File: config.mk
export PLATFORM = sky130hd
export DESIGN_NAME = rc4_xor_unit
export DESIGN_NICKNAME = d
export VERILOG_FILES = /design/src/rtl/rc4_xor_unit.sv
export SDC_FILE = /design/constraint.sdc
export NUM_CORES = 1
export LEC_CHECK = 0
export ABC_CLOCK_PERIOD_IN_PS = 2600
export CORE_MARGIN = 8
export CORE_UTILIZATION = 54
export CTS_BUF_LIST = sky130_fd_sc_hd__clkbuf_2 sky130_fd_sc_hd__clkbuf_4 sky130_fd_sc_hd__clkbuf_8
export CTS_CLUSTER_DIAMETER = 30
export DETAILED_ROUTE_END_ITERATION = 10
export PLACE_DENSITY = 0.93
export SYNTH_ARGS = -nofsm -noshare
export SYNTH_HDL_FRONTEND = slang
export SYNTH_SLANG_ARGS = --single-unit
File: constraint.sdc
create_clock -name clk -period 2.6 [get_ports clk]
set_input_delay 0.39 -clock clk [delete_from_list [all_inputs] [get_ports clk]]
set_output_delay 0.39 -clock clk [all_outputs]
set_load 0.05 [all_outputs]
File: src/rtl/rc4_xor_unit.sv
// RC4 keystream combiner: XORs ciphertext byte lanes with keystream bytes
// and issues byte- or word-wide plaintext pixel writes to image memory.
module rc4_xor_unit #(
   parameter int WORD_BYTES = 4,
   parameter int PIX_CNT_W  = 20,
   parameter int NUM_PIXELS = 307200,
   localparam int LW = $clog2(WORD_BYTES),
   localparam int DW = 8 * WORD_BYTES
) (
   input  logic                 clk,
   input  logic                 n_rst,
   input  logic                 start_i,
   input  logic                 word_mode_i,
   input  logic [DW-1:0]        cipher_i,
   input  logic                 cipher_valid_i,
   output logic                 cipher_ready_o,
   input  logic [7:0]           keystream_i,
   input  logic                 ks_valid_i,
   output logic                 ks_ready_o,
   output logic                 wr_en_o,
   input  logic                 wr_ready_i,
   output logic [DW-1:0]        wr_data_o,
   output logic [WORD_BYTES-1:0] wr_byte_en_o,
   output logic [LW-1:0]        wr_lane_o,
   output logic [PIX_CNT_W-1:0] pix_num_o,
   output logic                 done_o
);

   typedef enum logic [2:0] {
      S_IDLE,
      S_LOAD,
      S_XOR,
      S_WRITE,
      S_DONE
   } state_t;

   localparam logic [PIX_CNT_W-1:0] LAST_PIX =
      PIX_CNT_W'(NUM_PIXELS);
   localparam logic [LW-1:0] LANE_MAX = LW'(WORD_BYTES - 1);
   localparam logic [WORD_BYTES-1:0] BE_MSB =
      {1'b1, {(WORD_BYTES-1){1'b0}}};

   state_t               state;
   logic                 word_mode;
   logic [DW-1:0]        cipher_q;
   logic [LW-1:0]        lane;
   logic [PIX_CNT_W-1:0] pix_cnt;

   logic [PIX_CNT_W-1:0]  pix_nxt;
   logic [WORD_BYTES-1:0] lane_oh;
   logic [DW-1:0]         lane_mask;
   logic [DW-1:0]         pt_lane;
   logic                  last_byte;

   assign cipher_ready_o = (state == S_LOAD);
   assign ks_ready_o     = (state == S_XOR);
   assign wr_en_o        = (state == S_WRITE);

   assign pix_nxt = pix_cnt + 1'b1;
   // lane 0 sits in the MSBs, so its enable is the top bit
   assign lane_oh = BE_MSB >> lane;

   always_comb begin
      lane_mask = '0;
      for (int i = 0; i < WORD_BYTES; i++) begin
         lane_mask[8*i +: 8] = {8{lane_oh[i]}};
      end
   end

   assign pt_lane =
      (cipher_q ^ {WORD_BYTES{keystream_i}}) & lane_mask;

   assign last_byte = !word_mode
                    || (lane == LANE_MAX)
                    || (pix_nxt == LAST_PIX);

   always_ff @(posedge clk or negedge n_rst) begin
      if (!n_rst) begin
         state        <= S_IDLE;
         word_mode    <= 1'b0;
         cipher_q     <= '0;
         lane         <= '0;
         pix_cnt      <= '0;
         wr_data_o    <= '0;
         wr_byte_en_o <= '0;
         wr_lane_o    <= '0;
         pix_num_o    <= '0;
         done_o       <= 1'b0;
      end else begin
         unique case (state)
            S_IDLE, S_DONE: begin
               if (start_i) begin
                  state     <= S_LOAD;
                  pix_cnt   <= '0;
                  lane      <= '0;
                  word_mode <= word_mode_i;
                  done_o    <= 1'b0;
               end
            end
            S_LOAD: begin
               if (cipher_valid_i) begin
                  cipher_q     <= cipher_i;
                  wr_data_o    <= '0;
                  wr_byte_en_o <= '0;
                  state        <= S_XOR;
               end
            end
            S_XOR: begin
               if (ks_valid_i) begin
                  pix_cnt   <= pix_nxt;
                  lane      <= lane + 1'b1;
                  wr_lane_o <= lane;
                  if (word_mode) begin
                     wr_data_o    <= wr_data_o | pt_lane;
                     wr_byte_en_o <= wr_byte_en_o | lane_oh;
                     if (lane == '0) begin
                        pix_num_o <= pix_cnt;
                     end
                  end else begin
                     wr_data_o    <= pt_lane;
                     wr_byte_en_o <= lane_oh;
                     pix_num_o    <= pix_cnt;
                  end
                  if (last_byte) begin
                     state <= S_WRITE;
                  end
               end
            end
            S_WRITE: begin
               if (wr_ready_i) begin
                  if (pix_cnt == LAST_PIX) begin
                     state  <= S_DONE;
                     done_o <= 1'b1;
                  end else if (lane != '0) begin
                     state <= S_XOR;
                  end else begin
                     state <= S_LOAD;
                  end
               end
            end
            default: state <= S_IDLE;
         endcase
      end
   end

endmodule
==> summary.txt, run 1 <==
Outcome
  – Outcome: completed

Critical path
  – WS Path Type: flop to output port
  – Cells along the critical path: nand2b_1 -> nor2_1 -> clkdlybuf4s50_1
  – R2r setup slk: 0.24 ns
  – Top delay family on crit path: buffers and inverters
  – Worst path arrival time: 2.05 ns
  – Largest stage delay on the critical path: 0.83 ns
  – Startpoint class of the critical path: flop
  – Req. time, crit path: 2.21 ns
  – WP buf/inv: 1
  – Crit-path slowest cell: clkdlybuf4s50_1
  – CP max FO: 10
  – Crit. End Element: output port

Synthesis
  – Async set-reset flop share out of synthesis: 1.000
  – Post-synth EDFFs: 0
  – Ys flop type: dfrtp_1
  – Mapped Nets: 571
  – Flops & latches, synth: 117
  – Mapped Area: 5470 um2
  – Synthesized instance count: 517
  – Synth warnings: 0
  – Avg Inst Size Synth: 10.58 um2
  – Library cells used by synthesis: 52
  – Seq/Total Area, Yosys: 0.5352

Clocking
  – Clk_lat worst skew: 0.42 ns
  – Reg clk slew, reported paths: 0.07 ns
  – CTS H-tree depth: 4
  – Clock buffer count from CTS: 17
  – Clk sink count: 117
  – Root buf cell: clkbuf_8
  – Post-CTS Setup Repair Bufs: 0
  – Max clock buf depth: 2
  – CTS tree: built

Place
  – Placed Cells: 729
  – Port-buffer cells: 108
  – Post-DP HPWL: 10000 um
  – Placement Setup Slack: 0.3410 ns
  – Gpl congestion: 0.8907

Worst hold path
  – Worst Hold Class: input pin to async pin

STA
  – Fmax: 0.4103 GHz
  – Setup violations, final: 0
  – Rel. slew slack: 0.4215
  – Final setup TNS: 0 ns
  – RSZ-0062 raised after global routing: no
  – Final hold violation count: 0
  – Max Slew Vio Count: 0
  – Max Clock Skew: 0.009089 ns
  – Actual slew at the worst max-slew pin: 0.8677 ns
  – Final worst slack: 0.1628 ns
  – Min Tclk post-route: 2.437 ns
  – Final period util: 0.9374

Layout
  – Area Overhead vs Synth: 28.73%
  – Layout Nets: 670
  – Layout cells sized above 1: 0.1627
  – ANT cells: 0
  – Non-filler instance count after layout: 760
  – Fillers: 688

Power and ir drop
  – Leakage: 0.003079 uW
  – Peak supply drop: 0.7259 mV
  – Power per Cell Area: 1068 nW/um2

Floorplan
  – Die footprint: 13610 um2
  – Initial Utilization: 0.5571
  – Core Region: 9819 um2
  – Die X: 116.7 um
  – Die Span Y: 116.7 um
  – # IOs: 109
  – Row count: 36

Global route
  – Vias in the first global route: 4621
  – Grt ovf: 0
  – Tot GR Track Use: 0.2185
  – Initial antenna violation count: 0
  – Largest net degree at the start of global routing: 89
  – First-pass GRT wire length: 22960 um

Routing
  – DRT Pass-1 Iters: 4
  – Final Routed Wirelength: 14220 um
  – Antenna viol nets, final: 0
  – DR vias: 4325
  – DR iter-0 viols: 279
  – Via density: 5.691
  – Drt wl/cell: 18.71 um
  – Number of remaining DRC errors: 0

Flow run
  – Max Cap Violations: 0
-- cell type report --
class,instances,area (um2),share of cell area
flip-flops and latches,117,2928,0.4158
multi-input cells,352,2350,0.3337
repair buffers,121,1205,0.1711
clock buffers,24,286.5,0.04069
well taps,133,166.4,0.02363
clock inverters,6,80.08,0.01137
inverters,7,26.28,0.003731
-- layer usage --
| metal | part of all wire | wire, um | global-route usage | vias up |
|---|---|---|---|---|
| met1 | 0.39 | 5505 | 0.2367 | 2147 |
| met3 | 0.090 | 1285 | 0.09411 | 24 |
| met4 | 0.019 | 268 | 0.08362 | 0 |
| met2 | 0.50 | 7162 | 0.3721 | 168 |
| li1 | - | - | - | 1986 |
| met5 | 0 | 0 | 0 | - |
-- power by group --
group / internal, uW / switching (uW) / total [uW] / leakage, uW
Clock: 908 / 673 / 1580 / 0.000198
Sequential: 2380 / 443 / 2820 / 0.00154
Combinational: 1210 / 1910 / 3120 / 0.00134
-- stage by stage --
stage,utilization,hold WS [ns],total power (uW),area [um2]
2_1_floorplan,-,0.09441,4864,5470
3_3_place_gp,0.6786,0.3359,5803,6664
3_5_place_dp,0.6786,0.3464,5958,6664
4_1_cts,0.7169,0.4407,7557,7039
5_1_grt,0.7171,0.4661,7885,7042
6_report,0.7171,0.4400,7518,7042
-- repair_timing --
action,CTS,global route
gates resized for setup,1,1
endpoints found under the hold margin,29,0
hold buffers,1,0
endpoints found under the setup margin,1,1
-- cells in the final DEF (no fill, tap or decap), types with 7 or more instances in the layout --
cell type,n
clkdlybuf4s50_1,105
xnor2_1,35
ha_1,7
clkbuf_8,17
clkbuf_4,7
mux2_2,50
dfrtp_1,117
nor2_1,18
buf_4,11
nand4_1,9
o21ai_0,70
inv_1,7
a31oi_1,13
nand2_1,77
-- sequential cells by signal (all words and copies together), names as in the netlist --
signal,cells
cipher_q,32
done_o,1
lane,2
pix_cnt,20
pix_num_o,20
state,3
word_mode,1
wr_byte_en_o,4
wr_data_o,32
wr_lane_o,2
-- worst paths after layout --
kind	startpoint	cells after the start	endpoint
worst min-delay path	n_rst	2	pix_num_o[6]
worst min register to register	done_o	2	done_o
worst max register to register	pix_cnt[0]	7	state[0]
max in group asynchronous	n_rst	3	pix_num_o[2]
min in group clk	done_o	2	done_o
worst max-delay path	state[0]	3	cipher_ready_o
-- synth_stat cells (all sizes together) (2+ instances only) --
cell / instances / share of area
dfrtp: 117 / 0.54
clkbuf: 21 / 0.014
and4: 2 / 0.0032
nand2b: 3 / 0.0034
or4: 2 / 0.0027
nor2b: 2 / 0.0023
nand4: 11 / 0.016
nor2: 18 / 0.012
mux2: 51 / 0.10
a2111oi: 2 / 0.0032
nand2: 77 / 0.053
buf: 20 / 0.017
and3: 3 / 0.0034
ha: 7 / 0.016
xnor2: 35 / 0.056
or2: 2 / 0.0023
nand3b: 2 / 0.0027
and2: 6 / 0.0071
a31oi: 13 / 0.015
nor4: 3 / 0.0046
nand3: 6 / 0.0055
inv: 7 / 0.0048
a21oi: 5 / 0.0046
a211oi: 3 / 0.0041
o21ai: 74 / 0.068
nor3: 8 / 0.010
o31ai: 3 / 0.0041
-- logic make-up after synthesis --
kind of cell / share of synthesized area
buffers and inverters: 0.03591
AO/OA/AOI/OAI: 0.1096
XOR/XNOR: 0.05764
adder cells (fa/ha/maj): 0.01601
flip-flops: 0.5352
multiplexers: 0.1068
AND/OR/NAND/NOR: 0.1388
-- worst register-to-register path: stages, from the launching register on --
cell and delay, ns:
dfrtp_1 0.45, ha_1 0.22, nand3_1 0.21, nor3_1 0.51, and2_1 0.25, a31oi_1 0.15
nor4b_2 0.34, o32a_1 0.17
(Power assumes the default switching activity.)
==> inputs of run 2 (changes only) <==
--- a/config.mk
+++ b/config.mk
@@ -6,7 +6,6 @@
 export NUM_CORES = 1
 export LEC_CHECK = 0
 export ABC_CLOCK_PERIOD_IN_PS = 2600
-export CORE_MARGIN = 8
 export CORE_UTILIZATION = 54
 export CTS_BUF_LIST = sky130_fd_sc_hd__clkbuf_2 sky130_fd_sc_hd__clkbuf_4 sky130_fd_sc_hd__clkbuf_8
 export CTS_CLUSTER_DIAMETER = 30
==> run 2 against run 1 <==
Compared with the run above:
- first-iteration DRC count shrank 15%
- design area rose by 0.25%
- sequential cell count is the same
- combinational power shrank 2%
- sequential power about the same
- global-route usage grew 7.3 points
- setup slack worse by 0.039 ns
- die area decreased by 23%
==> summary.txt, run 2 (synthesis results as in run 1) <==
Layout
  – Most common cell after layout, fill and taps aside: dfrtp_1
  – Layout cells sized above 1: 0.1653 (+0.002662)
  – Utilization after layout: 0.7222 (+0.005097)
  – Top flop regs: cipher_q (32), wr_data_o (32)
  – Commonest cells after routing, fill and taps aside: dfrtp_1, clkdlybuf4s50_1, nand2_1
  – Layout Nets: 670 (unchanged)
  – Area Overhead vs Synth: 29.05%
  – Post-route cell area: 7059 um2 (+0.25%)
  – ANT cells: 0 (unchanged)

Global route
  – Vias in the first global route: 4442 (-3.9%)
  – Initial antenna violation count: 0 (unchanged)
  – Largest net degree at the start of global routing: 60 (-33%)
  – First-pass GRT wire length: 22720 um (-1.0%)
  – Grt ovf: 0 (unchanged)
  – Tot GR Track Use: 0.2913 (+0.07276)

Clocking
  – Clock buffer count from CTS: 17 (unchanged)
  – Reg clk slew, reported paths: 0.08 ns (about the same)
  – Max clock buf depth: 2 (unchanged)
  – CTS H-tree depth: 4 (unchanged)
  – Clk sink count: 117 (unchanged)
  – Clk_lat worst skew: 0.43 ns (about the same)
  – CTS tree: built
  – Root buf cell: clkbuf_8
  – Post-CTS Setup Repair Bufs: 0 (unchanged)

Critical path
  – Startpoint class of the critical path: flop
  – WS Path Type: flop to output port
  – Top delay family on crit path: buffers and inverters
  – Largest stage delay on the critical path: 0.87 ns (+0.04 ns)
  – CP max FO: 7 (-3)
  – Worst path arrival time: 2.09 ns (+0.04 ns)
  – Worst reg-to-reg path cell count: 7 (unchanged)
  – Critical path depth in cells: 3 (unchanged)
  – Crit-path slowest cell: clkdlybuf4s50_1
  – Req. time, crit path: 2.21 ns (about the same)
  – Crit. End Element: output port
  – WP buf/inv: 1 (unchanged)
  – Cells along the critical path: nand2b_1 -> nor2_1 -> clkdlybuf4s50_1

Floorplan
  – Die Span Y: 102.7 um (-12%)
  – Die footprint: 10540 um2 (-23%)
  – Row count: 36 (unchanged)
  – Die X: 102.7 um (-12%)
  – # IOs: 109 (unchanged)
  – Initial Utilization: 0.5597 (+0.002567)
  – Core Region: 9774 um2 (-0.46%)

STA
  – RSZ-0062 raised after global routing: no
  – Final hold violation count: 0 (unchanged)
  – Rel. slew slack: 0.6239 (+0.2023)
  – Final worst slack: 0.1233 ns (-0.03945 ns)
  – Fmax: 0.4038 GHz (-1.6%)
  – Max Slew Vio Count: 0 (unchanged)
  – Max Clock Skew: 0.01308 ns (+0.003991 ns)
  – Final period util: 0.9526 (+0.01517)
  – Actual slew at the worst max-slew pin: 0.5625 ns (-0.3053 ns)
  – Min Tclk post-route: 2.477 ns (+0.03945 ns)
  – Setup violations, final: 0 (unchanged)
  – Final setup TNS: 0 ns (unchanged)

Place
  – Port-buffer cells: 108 (unchanged)
  – Gpl congestion: 0.9147 (+2.7%)
  – Post-DP HPWL: 9725 um (-2.7%)
  – Placement Setup Slack: 0.2547 ns (-0.08630 ns)
  – DP Area: 6651 um2 (-0.19%)

Power and ir drop
  – Pwr Total: 7630 uW (+1.5%)
  – Sw Pwr: 3213 uW (+6.4%)
  – Leakage: 0.003068 uW (-0.35%)
  – Peak supply drop: 0.7890 mV (+8.7%)
  – Int Pwr: 4417 uW (-1.8%)
  – Clock Power Share: 0.225 (+0.015)
  – Comb pwr share: 0.403 (-0.012)
  – Power per Cell Area: 1081 nW/um2 (+1.2%)
  – Reg power frac: 0.372 (-0.003)
  – Sw frac: 0.4211 (+0.01927)

Routing
  – Wl on met1: 5708 um (+3.7%)
  – WL met3: 1039 um (-19%)
  – DR top layer: met4
  – DRT Pass-1 Iters: 6 (+2)
  – Via density: 5.703 (+0.22%)
  – Number of remaining DRC errors: 0 (unchanged)
  – Drt wl/cell: 18.94 um (+1.2%)
  – Final Routed Wirelength: 14440 um (+1.5%)
  – DR iter-0 viols: 236 (-15%)
  – DR vias: 4346 (+0.49%)
  – Met2 wire len: 7413 um (+3.5%)
  – Antenna viol nets, final: 0 (unchanged)

Flow run
  – Max Cap Violations: 0 (unchanged)

Outcome
  – Outcome: completed

Worst hold path
  – Worst Hold Class: input pin to async pin
## run 2: cell count changes in the layout (fill, tap and decap cells not counted)
cell,previous run,this run
inv_6,0,7
buf_4,11,12
buf_12,2,1
clkbuf_4,7,0
dlymetal6s2s_1,1,0
clkinv_4,0,1
dlygate4sd2_1,1,2
clkinvlp_4,0,2
inv_8,0,1
clkinv_2,4,2
## run 2: per-stage QoR
step           instances  hold slack (ns)
3_3_place_gp         729           0.3478
6_report             762           0.4395
3_5_place_dp         729           0.3550
5_1_grt              762           0.4799
2_1_floorplan        517          0.09441
4_1_cts              762           0.4416
## run 2: worst reg2reg max path: stages (launching register included)
cell	delay, ns
dfrtp_1	0.51
ha_1	0.28
nand3_1	0.17
mux2i_1	0.21
a31oi_1	0.10
or4_1	0.55
nor4b_2	0.32
o32a_1	0.18
## run 2: area by class of cell
cell class                      count  area, um2
Clock buffer                       17      234.0
Clock inverter                     15      166.4
Fill cell                         626       2715
Inverter                            7      26.28
Multi-Input combinational cell    352       2350
Sequential cell                   117       2928
Tap cell                          133      166.4
Timing Repair Buffer              121       1189
## run 2: worst paths after layout
kind                              start        endpoint  slack [ns]
hold reg to reg            wr_lane_o[0]    wr_lane_o[0]        0.49
min in group clk           wr_lane_o[0]    wr_lane_o[0]        0.49
max in group asynchronous         n_rst    cipher_q[26]        1.44
hold / removal                    n_rst   pix_num_o[13]        0.44
setup / recovery               state[2]  cipher_ready_o        0.12
setup reg to reg             pix_cnt[0]        state[0]        0.21
## run 2: routing by layer
layer  vias up  global-route usage
met5         -                   0
met3        24             0.09356
met2       171              0.5036
li1       1989                   -
met1      2162              0.3450
met4         0             0.09231
## run 2: power by group through the flow
stage	clock (uW)	combinational (uW)	sequential, uW
final	1720	3070	2840
after global routing	1810	3250	2900
after CTS	1730	3070	2830
after detailed placement	0	3030	2840
after global placement	0	2910	2780
after floorplan	0	1330	3530
## run 2: timing repair
action	in CTS	in global routing
hold buffers	1	0
endpoints found under the hold margin	30	0
gates resized for setup	2	0
setup endpoints to repair	2	0
